<file path="src/rtl/approx_add_pkg.sv">
// approx_add_pkg: shared types and bit-level helpers for the pipelined
// lower-part-OR approximate adder.
//   beat_t       - one pipeline beat: valid, captured k, operands, partial
//                  sums and running carries of both the approximate and the
//                  exact chain. Fields are sized for the widest supported
//                  adder (32 bits); narrower instances leave the MSBs at 0.
//   seg_w()      - bits handled per pipeline stage (ceil(width/stages)).
//   exact_cell() - full adder, returns {carry, sum}.
//   approx_cell()- OR cell inside the approximate region, full adder above.
//   clamp_k()    - effective approximate LSB count for a new beat.
package approx_add_pkg;

    localparam int unsigned MAX_W = 32;
    localparam int unsigned K_W   = 5;

    typedef struct packed {
        logic             valid;
        logic [K_W-1:0]   k;
        logic [MAX_W-1:0] a;
        logic [MAX_W-1:0] b;
        logic [MAX_W-1:0] sum_ap;
        logic [MAX_W-1:0] sum_ex;
        logic             c_ap;
        logic             c_ex;
    } beat_t;

    function automatic int unsigned seg_w(input int unsigned width,
                                          input int unsigned stages);
        return (width + stages - 1) / stages;
    endfunction

    function automatic logic [1:0] exact_cell(input logic a, input logic b,
                                              input logic c);
        return {(a & b) | (a & c) | (b & c), a ^ b ^ c};
    endfunction

    // Inside the approximate region the carry out is a&b. Only the topmost
    // approximate bit's carry is ever consumed (by bit k), which gives the
    // required carry-into-k = a[k-1]&b[k-1] and drops cin whenever k>0.
    function automatic logic [1:0] approx_cell(input logic a, input logic b,
                                               input logic c, input logic approx);
        return approx ? {a & b, a | b} : exact_cell(a, b, c);
    endfunction

    function automatic logic [K_W-1:0] clamp_k(input logic en,
                                               input logic [K_W-1:0] req,
                                               input int unsigned max_k);
        if (!en)
            return '0;
        if (32'(req) > max_k)
            return K_W'(max_k);
        return req;
    endfunction

endpackage

</file>
<file path="src/rtl/approx_add_seg.sv">
// approx_add_seg: one pipeline stage of the approximate adder. Adds segment
// IDX (bits IDX*SEG_W upward) of both the approximate and the exact chain,
// starting from the carries registered by the previous stage, and holds the
// result in its own register.
//   clk, rst  - clock, synchronous active-high reset
//   d         - incoming beat from the previous stage (or the input port)
//   d_ready   - this stage can take d on the next edge
//   q         - registered beat presented to the next stage
//   q_ready   - next stage (or downstream) takes q on the next edge
module approx_add_seg
    import approx_add_pkg::*;
#(
    parameter int unsigned WIDTH  = 8,
    parameter int unsigned STAGES = 2,
    parameter int unsigned IDX    = 0
) (
    input  logic  clk,
    input  logic  rst,
    input  beat_t d,
    output logic  d_ready,
    output beat_t q,
    input  logic  q_ready
);

    localparam int unsigned SEG_W = seg_w(WIDTH, STAGES);
    localparam int unsigned LO    = IDX * SEG_W;
    // One past the top bit; a trailing segment may be short or even empty.
    localparam int unsigned HI_EX = (LO + SEG_W > WIDTH) ? WIDTH : LO + SEG_W;

    beat_t nxt;
    logic  ca;
    logic  ce;

    always_comb begin
        nxt = d;
        ca  = d.c_ap;
        ce  = d.c_ex;
        for (int unsigned i = LO; i < HI_EX; i++) begin
            {ca, nxt.sum_ap[i]} = approx_cell(d.a[i], d.b[i], ca, i < 32'(d.k));
            {ce, nxt.sum_ex[i]} = exact_cell(d.a[i], d.b[i], ce);
        end
        nxt.c_ap = ca;
        nxt.c_ex = ce;
    end

    assign d_ready = !q.valid || q_ready;

    // Payload is only overwritten by a real beat so that the output data
    // stays put across bubbles.
    always_ff @(posedge clk) begin
        if (rst) begin
            q <= '0;
        end else if (d_ready) begin
            if (d.valid)
                q <= nxt;
            else
                q.valid <= 1'b0;
        end
    end

endmodule

</file>
<file path="src/rtl/approx_add_pipe.sv">
// approx_add_pipe: pipelined lower-part-OR approximate adder with an exact
// reference chain, per-result signed error and saturating statistics.
//   clk, rst          - clock, synchronous active-high reset
//   in_valid/in_ready - input handshake for a, b, cin, approx_en, approx_lsbs
//   approx_en         - 1 = approximate, 0 = exact
//   approx_lsbs       - requested approximate LSB count (clamped to APPROX_BITS)
//   out_valid/out_ready - output handshake for sum, cout, err
//   err               - exact minus approximate {cout,sum}, two's complement
//   stat_clr          - clears sample_cnt and mismatch_cnt
//   sample_cnt        - results delivered (saturating)
//   mismatch_cnt      - results delivered with err != 0 (saturating)
module approx_add_pipe
    import approx_add_pkg::*;
#(
    parameter int unsigned WIDTH       = 8,
    parameter int unsigned APPROX_BITS = 3,
    parameter int unsigned STAGES      = 2,
    parameter int unsigned CNT_W       = 16
) (
    input  logic                     clk,
    input  logic                     rst,
    input  logic                     in_valid,
    output logic                     in_ready,
    input  logic [WIDTH-1:0]         a,
    input  logic [WIDTH-1:0]         b,
    input  logic                     cin,
    input  logic                     approx_en,
    input  logic [$clog2(WIDTH)-1:0] approx_lsbs,
    output logic                     out_valid,
    input  logic                     out_ready,
    output logic [WIDTH-1:0]         sum,
    output logic                     cout,
    output logic [WIDTH+1:0]         err,
    input  logic                     stat_clr,
    output logic [CNT_W-1:0]         sample_cnt,
    output logic [CNT_W-1:0]         mismatch_cnt
);

    beat_t head;
    beat_t pipe [STAGES];
    logic  rdy  [STAGES];
    beat_t last;

    always_comb begin
        head        = '0;
        head.valid  = in_valid;
        head.k      = clamp_k(approx_en, K_W'(approx_lsbs), APPROX_BITS);
        head.a      = MAX_W'(a);
        head.b      = MAX_W'(b);
        head.c_ap   = cin;
        head.c_ex   = cin;
    end

    for (genvar s = 0; s < int'(STAGES); s++) begin : g_seg
        beat_t d_in;
        logic  q_rdy;
        if (s == 0) begin : g_first
            assign d_in = head;
        end else begin : g_mid
            assign d_in = pipe[s-1];
        end
        if (s == int'(STAGES) - 1) begin : g_last
            assign q_rdy = out_ready;
        end else begin : g_inner
            assign q_rdy = rdy[s+1];
        end
        approx_add_seg #(
            .WIDTH  (WIDTH),
            .STAGES (STAGES),
            .IDX    (s)
        ) u_seg (
            .clk     (clk),
            .rst     (rst),
            .d       (d_in),
            .d_ready (rdy[s]),
            .q       (pipe[s]),
            .q_ready (q_rdy)
        );
    end

    assign in_ready = rdy[0];

    assign last      = pipe[STAGES-1];
    assign out_valid = last.valid;
    assign sum       = last.sum_ap[WIDTH-1:0];
    assign cout      = last.c_ap;
    assign err       = {1'b0, last.c_ex, last.sum_ex[WIDTH-1:0]}
                     - {1'b0, last.c_ap, last.sum_ap[WIDTH-1:0]};

    // Operands and k are spent by the last stage; only the result leaves.
    logic unused_bits;
    assign unused_bits = ^{last.k, last.a, last.b, last.sum_ap, last.sum_ex};

    logic fire;
    assign fire = out_valid && out_ready;

    always_ff @(posedge clk) begin
        if (rst || stat_clr) begin
            sample_cnt   <= '0;
            mismatch_cnt <= '0;
        end else if (fire) begin
            if (sample_cnt != '1)
                sample_cnt <= sample_cnt + CNT_W'(1);
            if (err != '0 && mismatch_cnt != '1)
                mismatch_cnt <= mismatch_cnt + CNT_W'(1);
        end
    end

endmodule

</file>
<file path="config.mk">
export PLATFORM = sky130hd
export DESIGN_NAME = approx_add_pipe
export DESIGN_NICKNAME = d
export VERILOG_FILES = /design/src/rtl/approx_add_pkg.sv /design/src/rtl/approx_add_seg.sv /design/src/rtl/approx_add_pipe.sv
export SDC_FILE = /design/constraint.sdc
export NUM_CORES = 1
export LEC_CHECK = 0
export CAP_MARGIN = 20
export CORE_ASPECT_RATIO = 1.4
export CORE_MARGIN = 8
export CORE_UTILIZATION = 28
export DETAILED_ROUTE_END_ITERATION = 7
export DONT_BUFFER_PORTS = 1
export PLACE_DENSITY = 0.42
export RECOVER_POWER = 100
export SETUP_SLACK_MARGIN = 0.05
export SLEW_MARGIN = 20
export SYNTH_ARGS = -nofsm -noshare
export SYNTH_HDL_FRONTEND = slang
export SYNTH_SLANG_ARGS = --single-unit
export TNS_END_PERCENT = 100
</file>
<file path="constraint.sdc">
create_clock -name clk -period 2.4 [get_ports clk]
set_input_delay 0.24 -clock clk [delete_from_list [all_inputs] [get_ports clk]]
set_output_delay 0.24 -clock clk [all_outputs]
set_load 0.1 [all_outputs]
</file>
Yosys cells after proc, flatten, opt, wreduce, memory -nomap -nowiden
Index checks and enable logic that the tools add are counted.
W data, S select, Z words.
{"block": "word_totals", "regBits": 83, "in_bits": 26, "output_inout_bits": 53}
{"block": "classes", "add_sub_neg": 3, "magnitude_cmp": 9, "mux": 16, "eq_ne": 2, "n_reduce_logical": 12, "bitwise": 99}
{"cell": "$and A1 B1 Y1", "n": 38}
{"cell": "$or A1 B1 Y1", "n": 38}
{"cell": "$add A16 B1 Y16 const B", "n": 2}
{"cell": "$ne A16 B16 Y1 const B", "n": 2}
{"cell": "$xor A1 B1 Y1", "n": 23}
{"cell": "$lt A3 B5 Y1 const A", "n": 4}
{"cell": "$mux W5", "n": 4}
{"cell": "$mux W2", "n": 8}
{"cell": "$lt A1 B5 Y1 const A", "n": 2}
{"cell": "$lt A2 B5 Y1 const A", "n": 2}
{"cell": "$reduce_bool A10 Y1", "n": 1}
{"cell": "$sub A9 B9 Y10", "n": 1}
{"cell": "$reduce_and A2 Y1", "n": 4}
{"cell": "$mux W1", "n": 4}
{"cell": "$gt A3 B2 Y1 const B", "n": 1}
{"cell": "$logic_or A1 B1 Y1", "n": 3}
{"cell": "$logic_and A1 B1 Y1", "n": 2}
{"cell": "$logic_not A1 Y1", "n": 2}

Logic depth before layout (Yosys ltp)
Gate-level depths: netlist of the first run.
{"block": "logic_depth", "ltp_word": 19, "mapped_depth": 11, "depth_no_buf": 10}

Modules after synthesis
From an unflattened synthesis of the first run, not the netlist that was laid out.
{"block": "unflattened", "hier_cells": 1565, "area_unflattened_um2": 13055.0}
{"mod": "approx_add_seg at g_seg[1].u_seg", "area_each_um2": 5512.8, "seq_area_each_um2": 2722.6, "cells_each": 661, "n_inst": 1}
{"mod": "approx_add_seg at g_seg[0].u_seg", "area_each_um2": 5480.3, "seq_area_each_um2": 2722.6, "cells_each": 656, "n_inst": 1}
{"mod": "approx_add_pipe", "area_each_um2": 2062.0, "seq_area_each_um2": 640.6, "cells_each": 248, "n_inst": 1}

Worst setup path after synthesis of the first run
Ideal clock, no wire load.
{"block": "synth_path", "path_type": "register -> register", "start": "register g_seg[1].u_seg.q[2] (netlist bit)", "end": "register mismatch_cnt[2]", "n_path_buf": 1, "required_time_ps": 2330, "stages_incl_launch_ff": 12, "arrival_ps": 3977, "slack_ps": -1647, "setup_time_ps": 70, "path_cell_list": "dfxtp_1 inv_1 ha_1 fa_1 and2b_1 o22ai_2 xnor2_1 a2111o_2 a211oi_4 buf_6 or4_1 a21oi_1"}
{"block": "synth_between", "elab_chain_cells": 4}
{"item": "from (decl)", "line_no": "approx_add_seg.sv:21", "rtl": "output beat_t q,"}
{"item": "from (signal assigned)", "line_no": "approx_add_seg.sv:55", "rtl": "q <= nxt;"}
{"item": "$sub A9 B9 Y10", "line_no": "approx_add_pipe.sv:88", "rtl": "- {1'b0, last.c_ap, last.sum_ap[WIDTH-1:0]};"}
{"item": "named net err[4]", "line_no": "approx_add_pipe.sv:33", "rtl": "output logic [WIDTH+1:0] err,"}
{"item": "$reduce_bool A10 Y1", "line_no": "approx_add_pipe.sv:104", "rtl": "if (err != '0 && mismatch_cnt != '1)"}
{"item": "$logic_and A1 B1 Y1", "line_no": "approx_add_pipe.sv:104"}
{"item": "$reduce_and A2 Y1 (no source line)"}
{"item": "to (signal assigned)", "line_no": "approx_add_pipe.sv:105", "rtl": "mismatch_cnt <= mismatch_cnt + CNT_W'(1);"}
{"item": "to (decl)", "line_no": "approx_add_pipe.sv:36", "rtl": "output logic [CNT_W-1:0] mismatch_cnt"}
The timed path passes the listed nets, and every way through them passes these cells.
A chain may end at the register's enable or synchronous reset.

Worst setup path after layout of the first run
{"block": "layout_path", "start": "register g_seg[1].u_seg.q[2] (netlist bit)", "end": "register mismatch_cnt[7]"}
{"block": "layout_between", "elab_chain_cells": 4}
{"item": "$sub A9 B9 Y10", "line_no": "approx_add_pipe.sv:88"}
{"item": "$reduce_bool A10 Y1", "line_no": "approx_add_pipe.sv:104"}
{"item": "$logic_and A1 B1 Y1", "line_no": "approx_add_pipe.sv:104"}
{"item": "$reduce_and A2 Y1 (no source line)"}
No other way between the ends.

==> results.txt, run 1 <==
status: complete, but fails checks
violations in the final reports: negative setup slack
overall power: 4.05 mW
Max Freq: 362 MHz
number of buffers added on ports: 0
biggest area consumer among synthesized cells: sky130_fd_sc_hd__dfxtp_1
maximum level of the CTS H-tree: 3
vertical die dimension: 163 um
overall track demand over capacity in global routing: 11.6%
first-pass iteration count of the detailed router: 4
Hold/Removal Path Class: primary input to register
initial cell density of the core: 28.2%
DRC violation count after routing: 0
unrepaired setup endpoints after global routing: yes
maximum count of clock buffers along a single path: 2
setup slack of the critical path after layout: -0.366 ns
Detailed Route Iter0 Violations: 112
leading cell types by total area after synthesis: sky130_fd_sc_hd__dfxtp_1, sky130_fd_sc_hd__fa_1, sky130_fd_sc_hd__ha_1
worst setup path class: register to register
Worst Skew: 0.00940 ns
Avg WL per Cell: 13.9 um
Inserted Clock Buffers: 9
post-layout minimum cycle time: 2.77 ns
post-route clock period utilization: 115%
max-capacitance violation count: 0
placed cell count: 780
endpoint type of the worst setup path: register
synthesized flop and latch total: 73
Finished Layout Cells: 800
average footprint of a synthesized cell: 8.54 sq um
Final Slew Violations: 0
sort of element at the start of the critical path: register
Avg Vias per Cell: 4.66
clk_lat worst skew: 0.34 ns
number of distinct library cell variants in the gate-level netlist after synthesis: 55
total nets after synthesis: 574
Yosys warnings: 0
core occupancy in the finished layout: 38.0%
pin slew with the least headroom to its limit: 1.37 ns
post-synth design cell area: 4350 sq um
net count of the finished layout: 664
aggregate routed wire length: 11100 um
share of synthesized flip-flops with an asynchronous set or reset: 0%
part of the Yosys area used for sequential elements: 33.6%
Finish-stage setup viols: 22
global route overflow: 0
dpl ws: -0.450 ns
wire length of the first global-routing pass: 18600 um
DIE AREA: 19800 sq um
r2r worst-path depth: 12
largest net degree at the start of global routing: 42
Worst VDD drop: 0.684 mV
floorplan row count: 54
worst-path maximum fanout: 6
Cells after Synth: 509
Commonest cells post-synth: sky130_fd_sc_hd__dfxtp_1, sky130_fd_sc_hd__nand2_1, sky130_fd_sc_hd__a21oi_1, sky130_fd_sc_hd__nor2_1, sky130_fd_sc_hd__inv_1
fraction of synthesized cell area taken by the top area cell type: 33.6%
post-detail-place hpwl: 8660 um
width of the chip: 121 um
required time at the worst-slack endpoint: 2.66 ns
n_diodes: 0
number of antenna violations at the first check in global routing: 0
most frequent cell after synthesis: sky130_fd_sc_hd__dfxtp_1
root cell of the clock tree: sky130_fd_sc_hd__clkbuf_16
TritonCTS Sinks: 73
TritonCTS clock tree: built
worst slew margin relative to its limit: 8.52%
number of cells on the worst hold path: 2
Std-Cell Core Area: 15400 sq um
share of cells above drive strength 1: 28.0%
clock-pin slew on the worst setup and hold paths: 0.06 ns
via count: 3726
data arrival time of the critical path: 3.03 ns
number of placed I/O pins: 79
via count of the first global-routing pass: 3748
final hold viol count: 0
Final Wtd Congestion: 0.733
power density normalized to cell area: 691 nW/um^2
cell leakage power: 2.21 nW
number of flops mapped to enable cells by yosys: 0
Top FF cell, synth: sky130_fd_sc_hd__dfxtp_1
Post-DRT Antenna Nets: 0
Area Growth Syn to Fin: 34.7%
layer usage:
metal	track usage, %	vias to the layer above	part of all wire [%]
li1	-	1922	-
met1	12.7	1733	41
met2	19.8	63	50
met3	4.67	8	7.0
met4	4.33	0	1.3
met5	0	-	0
cells by family after synthesis:
kind of cell    synth area share (%)
mux                             2.88
xor+xnor                        3.83
simple gates                    21.6
buf+inv                         7.60
fa+ha+maj                       14.0
compound gates                  16.4
flops                           33.6
worst paths after layout:
path / from / end / slack [ns]
worst max-delay path: g_seg[1].u_seg.q[2] / mismatch_cnt[7] / -0.37
worst min-delay path: in_valid / g_seg[0].u_seg.q[135] / 0.03
worst max register to register: g_seg[1].u_seg.q[2] / mismatch_cnt[7] / -0.37
worst min register to register: g_seg[0].u_seg.q[73] / g_seg[0].u_seg.q[73] / 0.46
area by class of cell:
cell class | instances | area (sq um)
Fill cell | 1604 | 9550
Clock inverter | 7 | 71.3
Sequential cell | 73 | 1480
Tap cell | 196 | 245
Timing Repair Buffer | 108 | 796
Clock buffer | 9 | 225
Inverter | 40 | 150
Multi-Input combinational cell | 367 | 2890
metrics by stage:
stage          cell area [sq um]  hold WS [ns]  TNS (ns)
5_1_grt                     5850        0.0294     -8.02
6_report                    5850        0.0262     -5.14
4_1_cts                     5940        0.0166     -5.18
3_5_place_dp                5440         0.326     -7.40
2_1_floorplan               4530         0.357    -10.81
3_3_place_gp                5440         0.325     -6.51
layout by cell type (no fill, tap or decap), types with 13 or more instances in the layout:
master / Yosys / final
sky130_fd_sc_hd__buf_4: 9 / 55
sky130_fd_sc_hd__dfxtp_1: 73 / 62
sky130_fd_sc_hd__nand4_1: 13 / 13
sky130_fd_sc_hd__a21oi_1: 53 / 47
sky130_fd_sc_hd__a211oi_1: 16 / 13
sky130_fd_sc_hd__inv_1: 40 / 37
sky130_fd_sc_hd__nand2_1: 66 / 64
sky130_fd_sc_hd__ha_1: 23 / 17
sky130_fd_sc_hd__clkbuf_1: 15 / 32
sky130_fd_sc_hd__nor2_1: 49 / 47
sky130_fd_sc_hd__nand3_1: 15 / 13
critical path: stages, from the launching register on:
cell and delay, ns:
sky130_fd_sc_hd__dfxtp_2 0.33, sky130_fd_sc_hd__inv_2 0.04, sky130_fd_sc_hd__ha_4 0.15, sky130_fd_sc_hd__fa_2 0.35
sky130_fd_sc_hd__and2b_2 0.27, sky130_fd_sc_hd__o2111ai_4 0.18, sky130_fd_sc_hd__a211oi_2 0.22, sky130_fd_sc_hd__or3b_4 0.19
sky130_fd_sc_hd__buf_6 0.11, sky130_fd_sc_hd__a211oi_4 0.04, sky130_fd_sc_hd__buf_6 0.15, sky130_fd_sc_hd__or4_1 0.55
sky130_fd_sc_hd__a21oi_2 0.14
repair_timing:
item | 4_1_cts | 5_1_grt
setup buffers | 1 | 2
pin swaps | 23 | 17
gates cloned | 1 | 0
setup endpoints to repair | 24 | 26
resized for setup | 40 | 17
hold buffers | 1 | 0
endpoints found under the hold margin | 41 | 0
registers in the layout (all words and copies together), names as in the netlist:
signal,flops
g_seg.u_seg.q,41
mismatch_cnt,16
sample_cnt,16
report_power, final:
group          leakage [nW]  total (mW)  switching (mW)  internal (mW)
sequential            0.600        1.29          0.0295           1.26
combinational          1.48        1.41           0.852          0.560
clock                 0.137        1.35           0.548          0.803
Power figures use the tool's default switching activity.
==> run 2: changes to the inputs <==
Settings changed: ABC_AREA from default to 1.
==> run 2 against run 1 <==
- the flow now finishes without violations
- critical path depth shrank 3
- worst hold slack gained 0.079 ns
- die area is 3.5% higher
- largest power group is now the clock network
- largest cell class unchanged
- clock power up 9%
- non-clock buffer count down 33
- critical endpoint is now g_seg[1].u_seg.q[41]
- critical path type unchanged
==> results.txt, run 2 <==
multi-input gate area in the final layout: 2550 sq um
Inserted Clock Buffers: 9
Area Growth Syn to Fin: 23.1%
maximum count of clock buffers along a single path: 2
share of cells above drive strength 1: 15.9%
wire length of the first global-routing pass: 19300 um
Avg WL per Cell: 13.1 um
synthesized flop and latch total: 73
worst flop-to-flop path endpoint: g_seg[1].u_seg.q[41]
Finished Layout Cells: 891
Post-DRT Antenna Nets: 0
part of the Yosys area used for sequential elements: 32.4%
placed cell count: 872
reg2reg setup slack: 0.02 ns
clk_lat worst skew: 0.34 ns
width of the chip: 123 um
Finish-stage setup viols: 0
required time at the worst-slack endpoint: 2.67 ns
Hold/Removal Path Class: primary input to register
worst-path maximum fanout: 2
Max Freq: 421 MHz
Worst Skew: 0.00459 ns
fraction of synthesized cell area taken by the top area cell type: 32.4%
average footprint of a synthesized cell: 7.19 sq um
power density normalized to cell area: 727 nW/um^2
share of synthesized flip-flops with an asynchronous set or reset: 0%
largest net degree at the start of global routing: 38
critical path startpoint: g_seg[0].u_seg.q[70]
initial cell density of the core: 28.3%
worst slew margin relative to its limit: 8.62%
Yosys warnings: 0
unrepaired setup endpoints after global routing: yes
number of buffers added on ports: 0
Cells after Synth: 628
final hold viol count: 0
r2r worst-path depth: 9
post-route clock period utilization: 99.0%
Commonest cells post-synth: sky130_fd_sc_hd__inv_1, sky130_fd_sc_hd__nand2_1, sky130_fd_sc_hd__dfxtp_1, sky130_fd_sc_hd__nor2_1, sky130_fd_sc_hd__o21ai_0
overall track demand over capacity in global routing: 11.8%
first-pass iteration count of the detailed router: 4
post-detail-place hpwl: 9160 um
biggest area consumer among synthesized cells: sky130_fd_sc_hd__dfxtp_1
TritonCTS Sinks: 73
maximum level of the CTS H-tree: 3
TritonCTS clock tree: built
most frequent cells in the layout: sky130_fd_sc_hd__inv_1, sky130_fd_sc_hd__nand2_1, sky130_fd_sc_hd__dfxtp_1, sky130_fd_sc_hd__nor2_1
via count: 4100
data arrival time of the critical path: 2.65 ns
global route overflow: 0
sort of element at the start of the critical path: register
DRC violation count after routing: 0
Top FF cell, synth: sky130_fd_sc_hd__dfxtp_1
vertical die dimension: 166 um
number of antenna violations at the first check in global routing: 0
timing endpoint of the critical path: g_seg[1].u_seg.q[41]
total nets after synthesis: 693
Std-Cell Core Area: 16000 sq um
number of flops mapped to enable cells by yosys: 0
pin slew with the least headroom to its limit: 1.37 ns
cell leakage power: 2.37 nW
Final Wtd Congestion: 0.800
endpoint type of the worst setup path: register
post-layout minimum cycle time: 2.38 ns
number of flip-flops in the largest register: 41
area used by sequential logic in the layout: 1470 sq um
Detailed Route Iter0 Violations: 222
Most flops, register: g_seg.u_seg.q
post-synth design cell area: 4520 sq um
floorplan row count: 55
root cell of the clock tree: sky130_fd_sc_hd__clkbuf_16
most frequent cell after synthesis: sky130_fd_sc_hd__inv_1
overall power: 4.04 mW
worst setup path class: register to register
status: finished, final reports clean
n_diodes: 0
Avg Vias per Cell: 4.60
Worst VDD drop: 0.463 mV
DIE AREA: 20500 sq um
fill cell instance count of the final layout: 1731
aggregate routed wire length: 11700 um
number of placed I/O pins: 79
net count of the finished layout: 754
via count of the first global-routing pass: 4104
Final Slew Violations: 0
startpoint of the most critical register-to-register path: g_seg[0].u_seg.q[70]
number of distinct library cell variants in the gate-level netlist after synthesis: 43
max-capacitance violation count: 0
registers with the highest flip-flop counts: g_seg.u_seg.q: 41 flops, mismatch_cnt: 16 flops, sample_cnt: 16 flops
clock-pin slew on the worst setup and hold paths: 0.06 ns
leading cell type in the layout, fill and taps excluded: sky130_fd_sc_hd__inv_1
leading cell types by total area after synthesis: sky130_fd_sc_hd__dfxtp_1, sky130_fd_sc_hd__inv_1, sky130_fd_sc_hd__nand2_1
-- run 2: worst min path at each step --
stage	from	endpoint	slack, ns	cells after the start
final	a[6]	g_seg[0].u_seg.q[104]	0.10	2
after global routing	a[7]	g_seg[0].u_seg.q[105]	0.09	2
after CTS	a[7]	g_seg[0].u_seg.q[105]	0.08	2
after detailed placement	rst	g_seg[0].u_seg.q[135]	0.31	1
after global placement	rst	g_seg[0].u_seg.q[135]	0.31	1
after floorplan	rst	g_seg[0].u_seg.q[135]	0.31	1
-- run 2: final cells by class --
cell class | count | share of cell area [%]
Multi-Input combinational cell | 407 | 45.9
Sequential cell | 73 | 26.5
Timing Repair Buffer | 75 | 9.14
Inverter | 123 | 8.33
Clock buffer | 11 | 4.55
Tap cell | 199 | 4.48
Clock inverter | 3 | 1.17
-- run 2: cell families after synthesis --
| logic type | synth area share, % |
|---|---|
| AO/OA/AOI/OAI | 12.9 |
| XOR/XNOR | 0.388 |
| adder cells (fa/ha/maj) | 13.5 |
| buffers and inverters | 13.6 |
| flip-flops | 32.4 |
| multiplexers | 0.693 |
| AND/OR/NAND/NOR | 26.6 |
-- run 2: repair_timing --
item,CTS,global route
endpoints found under the hold margin,4,0
pin swaps,5,9
buffers inserted,2,2
resized for setup,15,13
setup endpoints to repair,6,11
hold buffers,1,0
-- run 2: stage by stage --
| step | setup WS, ns | hold WS, ns | utilization [%] | setup TNS [ns] | instance area [sq um] |
|---|---|---|---|---|---|
| after CTS | -0.00855 | 0.0850 | 35.4 | -0.00855 | 5660 |
| after detailed placement | -0.0754 | 0.313 | 33.1 | -0.0754 | 5280 |
| after global routing | -0.0566 | 0.0852 | 34.8 | -0.160 | 5560 |
| final | 0.0238 | 0.105 | 34.8 | 0 | 5560 |
| after floorplan | -0.0369 | 0.309 | - | -0.402 | 4580 |
| after global placement | -0.0397 | 0.313 | 33.1 | -0.0397 | 5280 |
-- run 2: critical path: stages, from the launching register on --
cell                      delay [ns]
sky130_fd_sc_hd__dfxtp_2        0.32
sky130_fd_sc_hd__inv_2          0.06
sky130_fd_sc_hd__fa_2           0.20
sky130_fd_sc_hd__o21ai_2        0.07
sky130_fd_sc_hd__fa_2           0.33
sky130_fd_sc_hd__mux2_4         0.27
sky130_fd_sc_hd__fa_2           0.34
sky130_fd_sc_hd__mux2i_2        0.17
sky130_fd_sc_hd__fa_1           0.43
sky130_fd_sc_hd__a21oi_1        0.12
-- run 2: report_power, final --
part           internal [mW]  switching, mW
sequential              1.27         0.0349
combinational          0.375          0.895
clock                  0.953          0.519
-- run 2: layer usage --
| layer | wire length (um) | vias up | track usage [%] |
|---|---|---|---|
| li1 | - | 2128 | - |
| met1 | 4640 | 1863 | 12.4 |
| met2 | 5950 | 92 | 20.8 |
| met3 | 792 | 17 | 3.61 |
| met4 | 280 | 0 | 5.36 |
| met5 | 0 | - | 0 |
==> run 3: changes to the inputs <==
Settings changed: CORE_UTILIZATION 28 to 35, PLACE_DENSITY 0.42 to 0.5, SETUP_SLACK_MARGIN 0.05 to 0.2.
Clock period 2.4 ns to 1.9 ns, I/O delays scaled along.
==> run 3 against run 2 <==
- the flow now finishes with violations (negative setup slack)
- fmax decreased by 0.24%
- worst hold slack got worse by 0.041 ns
- die area decreased by 18%
- first-iteration DRC count decreased by 27%
- non-clock buffer count increased by 68
- clock skew about the same
- final cell count increased by 2.7%
- via count increased by 9.4%
- flip-flop and latch count unchanged
- design area increased by 23%
- combinational power increased by 82%
==> results.txt, run 3 (synthesis gave the netlist of run 2 again) <==
Post-DRT Antenna Nets: 0
maximum count of clock buffers along a single path: 2
busiest layer in global routing: met2
worst flop-to-flop path endpoint: g_seg[1].u_seg.q[41]
number of buffers added on ports: 0
endpoint type of the worst setup path: register
max-capacitance violation count: 0
first-pass iteration count of the detailed router: 4
TritonCTS clock tree: built
reg2reg setup slack: -0.48 ns
critical path startpoint: g_seg[0].u_seg.q[132]
Hold/Removal Path Class: primary input to register
global-route met1 utilization: 14.4%
violations in the final reports: negative setup slack
Finish-stage setup viols: 30
final hold viol count: 0
number of antenna violations at the first check in global routing: 0
global route overflow: 0
Final Slew Violations: 0
setup slack of the critical path after layout: -0.482 ns
Worst VDD drop: 0.475 mV
overall power: 5.78 mW
largest net degree at the start of global routing: 35
initial cell density of the core: 35.4%
DRC violation count after routing: 0
Area Growth Syn to Fin: 51.9%
number of cells on the worst hold path: 2
aggregate routed wire length: 12800 um
Max Freq: 420 MHz
data arrival time of the critical path: 2.65 ns
worst-path maximum fanout: 3
most frequent cells in the layout: sky130_fd_sc_hd__inv_1, sky130_fd_sc_hd__nand2_1, sky130_fd_sc_hd__buf_4, sky130_fd_sc_hd__nor2_1, sky130_fd_sc_hd__dfxtp_1
leading cell type in the layout, fill and taps excluded: sky130_fd_sc_hd__inv_1
required time at the worst-slack endpoint: 2.16 ns
post-detail-place hpwl: 9330 um
Worst Skew: 0.00453 ns
width of the chip: 112 um
maximum level of the CTS H-tree: 3
Avg WL per Cell: 14.0 um
registers with the highest flip-flop counts: g_seg.u_seg.q: 41 flops, mismatch_cnt: 16 flops, sample_cnt: 16 flops
TritonCTS Sinks: 73
r2r worst-path depth: 9
clk_lat worst skew: 0.33 ns
clock-pin slew on the worst setup and hold paths: 0.06 ns
number of placed I/O pins: 79
via count: 4487
net count of the finished layout: 822
cell leakage power: 2.97 nW
worst slew margin relative to its limit: 44.4%
post-route clock period utilization: 125%
power density normalized to cell area: 843 nW/um^2
post-layout minimum cycle time: 2.38 ns
wire length of the first global-routing pass: 21100 um
Finished Layout Cells: 915
unrepaired setup endpoints after global routing: yes
worst min-delay path endpoint: g_seg[0].u_seg.q[103]
via count of the first global-routing pass: 4602
Avg Vias per Cell: 4.90
n_diodes: 0
Detailed Route Iter0 Violations: 161
hold path startpoint: a[5]
pin slew with the least headroom to its limit: 0.835 ns
number of flip-flops in the largest register: 41
Most flops, register: g_seg.u_seg.q
sort of element at the start of the critical path: register
floorplan row count: 49
placed cell count: 868
M2 GR Usage: 30.5%
DIE AREA: 16800 sq um
status: complete, but fails checks
Std-Cell Core Area: 12800 sq um
Inserted Clock Buffers: 9
root cell of the clock tree: sky130_fd_sc_hd__clkbuf_16
Final Wtd Congestion: 0.812
startpoint of the most critical register-to-register path: g_seg[0].u_seg.q[132]
worst setup path class: register to register
met3 usage: 4.50%
overall track demand over capacity in global routing: 15.3%
vertical die dimension: 150 um
share of cells above drive strength 1: 43.8%
## run 3: cell types whose count changed in the layout (fill, tap and decap cells not counted), sizes merged
cell	change
buf	+60
clkbuf	+8
clkinvlp	+3
inv	-3
clkinv	+2
## run 3: per-stage QoR
step	setup TNS, ns	cell area, sq um	util (%)	hold WS (ns)	worst slack, ns
after floorplan	-9.78	4820	-	0.249	-0.536
after global routing	-12.74	6860	53.8	0.0683	-0.559
after global placement	-8.03	5780	45.4	0.252	-0.468
after detailed placement	-9.43	5780	45.4	0.256	-0.500
after CTS	-8.74	6730	52.7	0.0459	-0.442
final	-8.49	6860	53.8	0.0643	-0.482
## run 3: worst max-delay path by stage
stage	to	slack, ns	depth (start not counted)
3_3_place_gp	g_seg[1].u_seg.q[41]	-0.47	9
6_report	g_seg[1].u_seg.q[41]	-0.48	9
3_5_place_dp	g_seg[1].u_seg.q[41]	-0.50	9
5_1_grt	g_seg[1].u_seg.q[41]	-0.56	9
2_1_floorplan	mismatch_cnt[11]	-0.54	13
4_1_cts	g_seg[1].u_seg.q[41]	-0.44	9
## run 3: worst max-delay path, cell delays in order, from the launching register on
cell and delay, ns:
sky130_fd_sc_hd__dfxtp_2 0.34, sky130_fd_sc_hd__inv_2 0.05, sky130_fd_sc_hd__o21ai_4 0.17, sky130_fd_sc_hd__o21ai_2 0.09, sky130_fd_sc_hd__fa_2 0.32, sky130_fd_sc_hd__mux2_4 0.27
sky130_fd_sc_hd__fa_2 0.34, sky130_fd_sc_hd__mux2i_2 0.17, sky130_fd_sc_hd__fa_2 0.45, sky130_fd_sc_hd__a21oi_1 0.12
## run 3: final cells by class
class                      instances  area [sq um]
timing repair buffer             143          1260
multi-input combinational        407          3040
clock inverter                     5          77.6
tap                              153           191
clock buffer                      11           243
inverter                         123           515
fill                            1215          5890
sequential                        73          1540
## run 3: what timing repair did
item | CTS | global route
hold buffers | 1 | 0
hold endpoints to repair | 4 | 0
buffers inserted | 17 | 9
cloned | 4 | 0
pin swaps | 44 | 47
setup endpoints to repair | 32 | 42
resized for setup | 105 | 64
## run 3: power breakdown
group | total, mW | leakage, nW | internal [mW] | switching, mW
sequential | 1.63 | 0.614 | 1.58 | 0.0494
clock | 1.84 | 0.158 | 1.18 | 0.656
combinational | 2.31 | 2.20 | 0.938 | 1.37
## run 3: per-layer routing
metal | up-vias | wire (um)
met4 | 0 | 208
met1 | 2114 | 4720
li1 | 2272 | -
met3 | 16 | 630
met2 | 85 | 7210
met5 | - | 0
